==> src/rtl/vga_timing_pkg.sv <==
// Shared VGA timing constants, default colour depth and test-pattern codes.
package vga_timing_pkg;

    localparam int unsigned TOTAL_COLS  = 800;
    localparam int unsigned TOTAL_ROWS  = 525;
    localparam int unsigned ACTIVE_COLS = 640;
    localparam int unsigned ACTIVE_ROWS = 480;
    localparam int unsigned COLOR_BITS  = 3;

    localparam logic [3:0] PAT_BLACK   = 4'd0;
    localparam logic [3:0] PAT_RED     = 4'd1;
    localparam logic [3:0] PAT_GREEN   = 4'd2;
    localparam logic [3:0] PAT_BLUE    = 4'd3;
    localparam logic [3:0] PAT_WHITE   = 4'd4;
    localparam logic [3:0] PAT_CHECKER = 4'd5;
    localparam logic [3:0] PAT_BARS    = 4'd6;
    localparam logic [3:0] PAT_BORDER  = 4'd7;
    localparam logic [3:0] PAT_SCROLL  = 4'd8;

endpackage

==> src/rtl/vga_timing_counter.sv <==
// Free-running column/row raster counters with line-end and frame-end strobes.
module vga_timing_counter #(
    parameter int unsigned TOTAL_COLS = vga_timing_pkg::TOTAL_COLS,
    parameter int unsigned TOTAL_ROWS = vga_timing_pkg::TOTAL_ROWS
) (
    input  logic       clk_i,
    input  logic       rst_i,
    output logic [9:0] col_o,
    output logic [9:0] row_o,
    output logic       line_end_o,
    output logic       frame_end_o
);
    import vga_timing_pkg::*;

    localparam logic [9:0] COL_LAST = 10'(TOTAL_COLS - 1);
    localparam logic [9:0] ROW_LAST = 10'(TOTAL_ROWS - 1);

    logic [9:0] col_q, col_d;
    logic [9:0] row_q, row_d;
    logic       line_end;

    assign line_end = (col_q == COL_LAST);

    always_comb begin
        col_d = col_q + 10'd1;
        row_d = row_q;
        if (line_end) begin
            col_d = '0;
            row_d = (row_q == ROW_LAST) ? '0 : row_q + 10'd1;
        end
    end

    always_ff @(posedge clk_i or posedge rst_i) begin
        if (rst_i) begin
            col_q <= '0;
            row_q <= '0;
        end else begin
            col_q <= col_d;
            row_q <= row_d;
        end
    end

    assign col_o       = col_q;
    assign row_o       = row_q;
    assign line_end_o  = line_end;
    assign frame_end_o = line_end && (row_q == ROW_LAST);

endmodule

==> src/rtl/vga_pattern_gen.sv <==
// Test-pattern source: registered raster counts, active-region flags and RGB.
// Optional macro VGA_PATTERN_FRAME_COUNT_EN adds a frame counter, o_Frame_Pulse and the scrolling checkerboard.
module vga_pattern_gen #(
    parameter int unsigned COLOR_BITS  = vga_timing_pkg::COLOR_BITS,
    parameter int unsigned TOTAL_COLS  = vga_timing_pkg::TOTAL_COLS,
    parameter int unsigned TOTAL_ROWS  = vga_timing_pkg::TOTAL_ROWS,
    parameter int unsigned ACTIVE_COLS = vga_timing_pkg::ACTIVE_COLS,
    parameter int unsigned ACTIVE_ROWS = vga_timing_pkg::ACTIVE_ROWS,
    parameter int unsigned BAR_WIDTH   = 80
) (
    input  logic                  i_Clk,
    input  logic                  i_Rst,
    input  logic [3:0]            i_Pattern,
    output logic                  o_HSync,
    output logic                  o_VSync,
    output logic [9:0]            o_Col_Count,
    output logic [9:0]            o_Row_Count,
`ifdef VGA_PATTERN_FRAME_COUNT_EN
    output logic                  o_Frame_Pulse,
`endif
    output logic [COLOR_BITS-1:0] o_Red_Video,
    output logic [COLOR_BITS-1:0] o_Grn_Video,
    output logic [COLOR_BITS-1:0] o_Blu_Video
);
    import vga_timing_pkg::*;

    localparam logic [9:0] ACT_COLS  = 10'(ACTIVE_COLS);
    localparam logic [9:0] ACT_ROWS  = 10'(ACTIVE_ROWS);
    localparam logic [9:0] EDGE_COL  = 10'(ACTIVE_COLS - 2);
    localparam logic [9:0] EDGE_ROW  = 10'(ACTIVE_ROWS - 2);
    localparam logic [9:0] BAR_LAST  = 10'(BAR_WIDTH - 1);

    logic [9:0] col, row;
    logic       line_end, frame_end;

    vga_timing_counter #(
        .TOTAL_COLS (TOTAL_COLS),
        .TOTAL_ROWS (TOTAL_ROWS)
    ) u_counter (
        .clk_i       (i_Clk),
        .rst_i       (i_Rst),
        .col_o       (col),
        .row_o       (row),
        .line_end_o  (line_end),
        .frame_end_o (frame_end)
    );

    logic [3:0]            pat_q;
    logic [9:0]            bar_cnt_q, bar_cnt_d;
    logic [2:0]            bar_q, bar_d;
    logic                  hs_q, vs_q;
    logic [9:0]            col_out_q, row_out_q;
    logic [COLOR_BITS-1:0] red_q, grn_q, blu_q;
    logic [COLOR_BITS-1:0] red_d, grn_d, blu_d;
    logic                  active, r_on, g_on, b_on;

    // Bar index tracks the current column without a divider; saturates past the last bar.
    always_comb begin
        bar_cnt_d = bar_cnt_q + 10'd1;
        bar_d     = bar_q;
        if (line_end) begin
            bar_cnt_d = '0;
            bar_d     = '0;
        end else if (bar_cnt_q == BAR_LAST) begin
            bar_cnt_d = '0;
            bar_d     = (bar_q == 3'd7) ? 3'd7 : bar_q + 3'd1;
        end
    end

`ifdef VGA_PATTERN_FRAME_COUNT_EN
    logic [7:0] frame_q;
    logic       pulse_q;
    logic [9:0] scroll_col;

    assign scroll_col = col + {2'b00, frame_q};

    always_ff @(posedge i_Clk or posedge i_Rst) begin
        if (i_Rst) begin
            frame_q <= '0;
            pulse_q <= 1'b0;
        end else begin
            if (frame_end)
                frame_q <= frame_q + 8'd1;
            pulse_q <= (col == '0) && (row == '0);
        end
    end

    assign o_Frame_Pulse = pulse_q;
`endif

    always_comb begin
        active = (col < ACT_COLS) && (row < ACT_ROWS);
        r_on   = 1'b0;
        g_on   = 1'b0;
        b_on   = 1'b0;
        case (pat_q)
            PAT_RED:     r_on = 1'b1;
            PAT_GREEN:   g_on = 1'b1;
            PAT_BLUE:    b_on = 1'b1;
            PAT_WHITE:   {r_on, g_on, b_on} = 3'b111;
            PAT_CHECKER: {r_on, g_on, b_on} = {3{col[5] ^ row[5]}};
            PAT_BARS:    {r_on, g_on, b_on} = bar_q;
            PAT_BORDER:  {r_on, g_on, b_on} = {3{(col < 10'd2) || (col >= EDGE_COL) ||
                                                 (row < 10'd2) || (row >= EDGE_ROW)}};
`ifdef VGA_PATTERN_FRAME_COUNT_EN
            PAT_SCROLL:  {r_on, g_on, b_on} = {3{scroll_col[5] ^ row[5]}};
`endif
            default:     {r_on, g_on, b_on} = 3'b000;
        endcase
        red_d = (active && r_on) ? '1 : '0;
        grn_d = (active && g_on) ? '1 : '0;
        blu_d = (active && b_on) ? '1 : '0;
    end

    always_ff @(posedge i_Clk or posedge i_Rst) begin
        if (i_Rst) begin
            pat_q     <= PAT_BLACK;
            bar_cnt_q <= '0;
            bar_q     <= '0;
            hs_q      <= 1'b0;
            vs_q      <= 1'b0;
            col_out_q <= '0;
            row_out_q <= '0;
            red_q     <= '0;
            grn_q     <= '0;
            blu_q     <= '0;
        end else begin
            if (frame_end)
                pat_q <= i_Pattern;
            bar_cnt_q <= bar_cnt_d;
            bar_q     <= bar_d;
            hs_q      <= (col < ACT_COLS);
            vs_q      <= (row < ACT_ROWS);
            col_out_q <= col;
            row_out_q <= row;
            red_q     <= red_d;
            grn_q     <= grn_d;
            blu_q     <= blu_d;
        end
    end

    assign o_HSync     = hs_q;
    assign o_VSync     = vs_q;
    assign o_Col_Count = col_out_q;
    assign o_Row_Count = row_out_q;
    assign o_Red_Video = red_q;
    assign o_Grn_Video = grn_q;
    assign o_Blu_Video = blu_q;

endmodule
==> config.mk <==
export PLATFORM = sky130hd
export DESIGN_NAME = vga_pattern_gen
export DESIGN_NICKNAME = d
export VERILOG_FILES = /design/src/rtl/vga_timing_pkg.sv /design/src/rtl/vga_timing_counter.sv /design/src/rtl/vga_pattern_gen.sv
export SDC_FILE = /design/constraint.sdc
export NUM_CORES = 1
export LEC_CHECK = 0
export CAP_MARGIN = 15
export CORE_ASPECT_RATIO = 1.4
export CORE_MARGIN = 10
export CORE_UTILIZATION = 55
export CTS_BUF_LIST = sky130_fd_sc_hd__clkbuf_4
export DETAILED_ROUTE_END_ITERATION = 8
export DONT_BUFFER_PORTS = 1
export PLACE_DENSITY = 0.8
export SETUP_SLACK_MARGIN = 0.3
export SYNTH_ARGS = -nofsm -noshare
export SYNTH_HDL_FRONTEND = slang
export SYNTH_SLANG_ARGS = --single-unit
==> constraint.sdc <==
create_clock -name i_Clk -period 2.8 [get_ports i_Clk]
set_input_delay 0.28 -clock i_Clk [delete_from_list [all_inputs] [get_ports i_Clk]]
set_output_delay 0.28 -clock i_Clk [all_outputs]
set_load 0.02 [all_outputs]
==> qor.txt, run 1 <==
Core area: 4608 um2
DR vias/cell: 5.618
Synth warn: 0
Slew @ Worst Pin: 0.7094 ns
EDFF count, synth: 0
WP data required: 3.09 ns
Share of synthesized registers carrying an async set or reset: 100.0%
Part of the cycle the worst path needs: 76.42%
CTS H-tree lvls: 3
Design area: 2809 um2
Fin crit period: 2.140 ns
Sequential cell area: 1551 um2
Setup CP Type: register to register
Area Overhead vs Synth: 6.398%
Synthesis-stage register bit count: 62
Main synth FF type: dfrtp_1
DRT iter0 DRCs: 138
Total negative slack: 0 ns
Placed cell area: 2660 um2
Post-synthesis simple-gate area fraction: 19.15%
Cts bufs inserted: 9
Slew headroom: 51.48%
Synth cell types: 40
Clk_skew: 0.006681 ns
Total wire length: 4863 um
Compound-Gate Fraction of Synth Area: 6.303%
Register area share after synthesis: 58.77%
Pin count of the biggest net entering global routing: 30
Detailed Place HPWL: 3444 um
Largest family of logic cells by synthesized area: simple AND/OR/NAND/NOR gates
Reg2Reg Depth: 5
VDD IR max: 0.2403 mV
Post-route ant nets: 0
Gr ovfl total: 0
Leak: 0.001315 uW
CTS tree: yes
DRT Pass-1 Iters: 6
Post-Synth XOR/XNOR Area: 6.303%
Die H: 102.0 um
Max layer used: met4
Cells after Synth: 233
Initial antenna violation count: 0
Mapped cell area: 2640 um2
Routed WL per cell: 15.89 um
Fmax: 467.4 MHz
Multi-input gate area: 982.2 um2
Layout cells sized above 1: 9.836%
Worst hold path class: input port to async pin
Metal-1 WL: 2010 um
Row cnt: 29
Worst setup path startpoint: u_counter.col_o[0]$_DFF_PP0_
Maximum clock path buffer count: 2
Clk pin slew, worst setup/hold paths: 0.10 ns
Post CTS Setup Buffer Count: 0
Critical Path End Type: register
Die ar.: 8011 um2
DRC violations left: 0
Ports: 37
GRT Total Usage: 13.51%
RSZ-0062 raised after global routing: no
Vias: 1719
Post-synthesis adder-cell area fraction: 2.370%
MaxCap Viol Count: 0
Nets: 250
Diodes inserted: 0
Final slew viol count: 0
GP Congestion: 0.8222
Critical path arrival: 2.43 ns
Fin worst setup slack: 0.6603 ns
Final setup fails: 0
Fin util: 60.96%
Start of the worst register-to-register path: u_counter.col_o[0]$_DFF_PP0_
Outcome: finished clean
Starting Density: 57.29%
Fill cells: 382
Clk Tree Root Cell: clkbuf_4
Met2 Wirelength: 2420 um
Setup crit start kind: register
PwrDens: 506.8 nW/um2
Synthesized Nets: 244
IO buf count: 0
DR WL met3: 333 um
Clk sinks: 62
Pre-CTS WS: 0.6821 ns
Number of global-route vias before repair: 1713
Crit Reg-Reg Endpoint: pat_q[1]$_DFFE_PP0P_
Mux cell area share after synthesis: 3.081%
Synthesized area per cell: 11.33 um2
First-pass GRT wire length: 8404 um
Hold WS: 0.2951 ns
R2r setup slk: 0.66 ns
Die Width: 78.56 um
Hold Violations, Final: 0
Crit Path Max Fanout: 16
Worst skew pair latency: 0.40 ns
[layout by cell type, fill, tap and decap left out, types with 3 or more instances in the layout]
cell	count
a21oi_1	3
and2_1	3
nor2_1	24
inv_1	8
a31oi_1	4
dfrtp_1	62
and3_1	6
nor3_1	7
nand3_1	8
nor4_1	3
xor2_1	5
o21ai_0	9
and4_1	3
clkinv_2	4
clkbuf_4	9
nand4_1	9
xnor2_1	14
ha_1	5
mux2_4	4
nand4b_1	3
clkinv_1	3
dlygate4sd3_1	5
nand2_1	17
[area by class of cell]
class / count / area share, %
inverter: 9 / 1.203
timing repair buffer: 7 / 2.316
sequential: 62 / 55.23
tap: 62 / 2.762
clock inverter: 7 / 1.114
clock buffer: 9 / 2.405
multi-input combinational: 150 / 34.97
[synthesized netlist by cell type (4+ instances only)]
cell     instances  area (um2)
buf_2            4       20.02
inv_1            9       33.78
nor2_1          24       90.09
nand3_1          8       40.04
mux2_4           4       60.06
a31oi_1          4       25.02
o21ai_0          9       45.04
ha_1             5       62.56
and3_1           6       37.54
dfrtp_1         62        1551
xnor2_1         14       122.6
nor3_1           7       35.03
xor2_1           5       43.79
nand2_1         17       63.81
nand4_1          9       56.30
buf_4            6       45.04
[timing repair]
item | 4_1_cts | 5_1_grt
hold endpoints to repair | 15 | 3
hold buffers | 2 | 3
resized for setup | 0 | 0
[sequential cells by signal, summed over array words and instances, names as in the netlist]
register / cells
bar_cnt_q: 10
bar_q: 3
o_Blu_Video: 1
o_Col_Count: 10
o_Grn_Video: 1
o_HSync: 1
o_Red_Video: 1
o_Row_Count: 10
o_VSync: 1
pat_q: 4
u_counter.col_o: 10
u_counter.row_o: 10
[worst max-delay path by stage]
stage	to	slack, ns	cells after the start
finish	pat_q[1]$_DFFE_PP0P_	0.66	5
global route	pat_q[1]$_DFFE_PP0P_	0.51	5
CTS	pat_q[1]$_DFFE_PP0P_	0.67	5
detailed placement	pat_q[0]$_DFFE_PP0P_	0.68	5
global placement	pat_q[3]$_DFFE_PP0P_	0.74	5
floorplan	bar_cnt_q[0]$_DFF_PP0_	0.98	1
[power breakdown]
part	internal, uW	leakage, uW	switching [uW]
logic	14.8	0.000448	22.7
clock network	167	0.0000618	298
registers	901	0.000805	20.4
[metrics by stage]
stage	std cells	total power, uW
global placement	285	970.4
finish	306	1424
CTS	303	1439
global route	306	1495
detailed placement	285	971.6
floorplan	233	970.9
[routing by layer]
layer | vias up | global-route usage, %
met3 | 8 | 6.063
met5 | - | 0
met1 | 855 | 15.41
met2 | 44 | 21.26
met4 | 0 | 6.501
li1 | 812 | -
[cells by family after synthesis]
family,count (synthesis)
and+or+nand+nor,94
DFF,62
AOI/OAI and AO/OA,26
buffers and inverters,21
xor gates and xnor gates,19
muxes,6
adders and majority gates,5
[worst max-delay path, cell delays in order, from the launching register on]
cell	delay, ns
dfrtp_1	0.45
ha_1	0.26
and4_1	0.27
and4_1	0.58
nand2_4	0.15
mux2_4	0.32
No activity file was read; power rests on OpenSTA's default activity.
==> run 2: changes to the inputs <==
==> constraint.sdc (replaced) <==
create_clock -name i_Clk -period 2.05 [get_ports i_Clk]
set_input_delay 0.205 -clock i_Clk [delete_from_list [all_inputs] [get_ports i_Clk]]
set_output_delay 0.205 -clock i_Clk [all_outputs]
set_load 0.02 [all_outputs]
==> run 2 against run 1 <==
Register-to-register slack worse by 0.35 ns. Critical endpoint is now u_counter.row_o[4]$_DFFE_PP0N_. Sequential power rose by 37%. Via count increased by 5.2%. Critical path depth unchanged. Cell count rose by 5.6%. Routed wire length increased by 16%. Cell area grew 7.6%. Combinational power rose by 49%. Flip-flop and latch count did not move. Critical path type unchanged. Global-route usage grew 1.7 points.
==> qor.txt, run 2 (synthesized netlist as in run 1, its figures left out) <==
MaxCap Viol Count: 0
Total negative slack: 0 ns
Area Overhead vs Synth: 14.46%
DR vias/cell: 5.598
Leak: 0.001435 uW
GRT Total Usage: 15.22%
Initial antenna violation count: 1
Worst skew pair latency: 0.40 ns
Detailed Place HPWL: 3875 um
Clk_skew: 0.01288 ns
Commonest non-fill, non-tap cells in the layout: 61 x dfrtp_1, 23 x nor2_1, 17 x nand2_1, 16 x buf_4, 14 x xnor2_1
RSZ-0062 raised after global routing: yes
GP Congestion: 0.8533
Row cnt: 29
DRT Pass-1 Iters: 4
Nets: 266
Setup CP Type: register to register
PwrDens: 735.3 nW/um2
Vias: 1808
Hold Violations, Final: 0
Pin count of the biggest net entering global routing: 63
Setup crit start kind: register
Clk Tree Root Cell: clkbuf_4
Number of global-route vias before repair: 1928
Part of the cycle the worst path needs: 84.79%
CTS H-tree lvls: 3
Core area: 4608 um2
Critical path arrival: 2.03 ns
Clk sinks: 62
Outcome: finished clean
Die ar.: 8011 um2
Slew headroom: 61.70%
Layout cells sized above 1: 18.46%
IO buf count: 0
Crit Path Max Fanout: 6
Commonest non-fill, non-tap cell in the layout: dfrtp_1
Worst hold path class: input port to async pin
Routed WL per cell: 17.54 um
Ports: 37
Pre-CTS WS: 0.1541 ns
DRC violations left: 0
Clk pin slew, worst setup/hold paths: 0.10 ns
Cts bufs inserted: 9
DRT iter0 DRCs: 93
Post-route ant nets: 0
Fmax: 575.3 MHz
Pwr Total: 2222 uW
Gr ovfl total: 0
Slew @ Worst Pin: 0.5599 ns
Final slew viol count: 0
Hold WS: 0.3004 ns
Critical Path End Type: register
First-pass GRT wire length: 9459 um
VDD IR max: 0.3763 mV
Final setup fails: 0
Die H: 102.0 um
Starting Density: 57.29%
Maximum clock path buffer count: 2
Fin crit period: 1.738 ns
Die Width: 78.56 um
CTS tree: yes
WP data required: 2.34 ns
Fin worst setup slack: 0.3117 ns
Total wire length: 5664 um
-- run 2: cell count changes in the layout (fill, tap and decap cells not counted), moves of 2 or more --
cell / change
bufinv_16: +2
buf_4: +14
and4_1: -2
and4_4: +2
clkinv_2: -3
-- run 2: critical path, cell delays in order (launching register included) --
cell,delay [ns]
dfrtp_2,0.41
or4_4,0.55
nor3_4,0.21
buf_6,0.16
o21ai_2,0.05
a32o_2,0.25
-- run 2: layout make-up --
cell class / count / area (um2)
fillers: 346 / 1587
flip-flops and latches: 62 / 1553
multi-input cells: 150 / 1002
repair buffers: 23 / 201.4
well taps: 62 / 77.57
clock inverters: 6 / 76.32
clock buffers: 10 / 75.07
inverters: 9 / 33.78
diodes: 1 / 2.502
-- run 2: where the power goes --
part	internal, uW	switching [uW]	total [uW]
Sequential	1230	28.3	1260
Clock	495	413	908
Combinational	22.7	33.0	55.7
Total	1750	474	2220
-- run 2: per-stage QoR --
stage,utilization (%),cells,area [um2]
floorplan,-,233,2643
global placement,59.84,296,2758
detailed placement,59.84,296,2758
CTS,64.89,320,2990
global route,65.57,323,3022
finish,65.57,323,3022
-- run 2: path summary, 6_finish.rpt --
path,slack (ns),startpoint,to,cells past startpoint
worst max register to register,0.31,u_counter.row_o[7]$_DFFE_PP0N_,u_counter.row_o[4]$_DFFE_PP0N_,5
max in group asynchronous,1.47,i_Rst,bar_cnt_q[3]$_DFF_PP0_,3
worst min-delay path,0.30,i_Rst,u_counter.row_o[4]$_DFFE_PP0N_,3
min in group i_Clk,0.42,u_counter.row_o[9]$_DFFE_PP0N_,o_Row_Count[9]$_DFF_PP0_,0
worst min register to register,0.42,u_counter.row_o[9]$_DFFE_PP0N_,o_Row_Count[9]$_DFF_PP0_,0
worst max-delay path,0.31,u_counter.row_o[7]$_DFFE_PP0N_,u_counter.row_o[4]$_DFFE_PP0N_,5
-- run 2: timing repair --
action,4_1_cts,5_1_grt
gates resized for setup,6,4
buffers inserted,3,2
hold endpoints to repair,66,0
endpoints found under the setup margin,14,11
hold buffers,5,0
pin swaps,4,3
-- run 2: routing by layer --
layer | routed length (um) | vias to the layer above | GRT usage (%)
met1 | 2111 | 899 | 15.79
met4 | 170 | 0 | 9.820
met3 | 282 | 13 | 4.482
li1 | - | 856 | -
met5 | 0 | - | 0
met2 | 3100 | 40 | 26.33
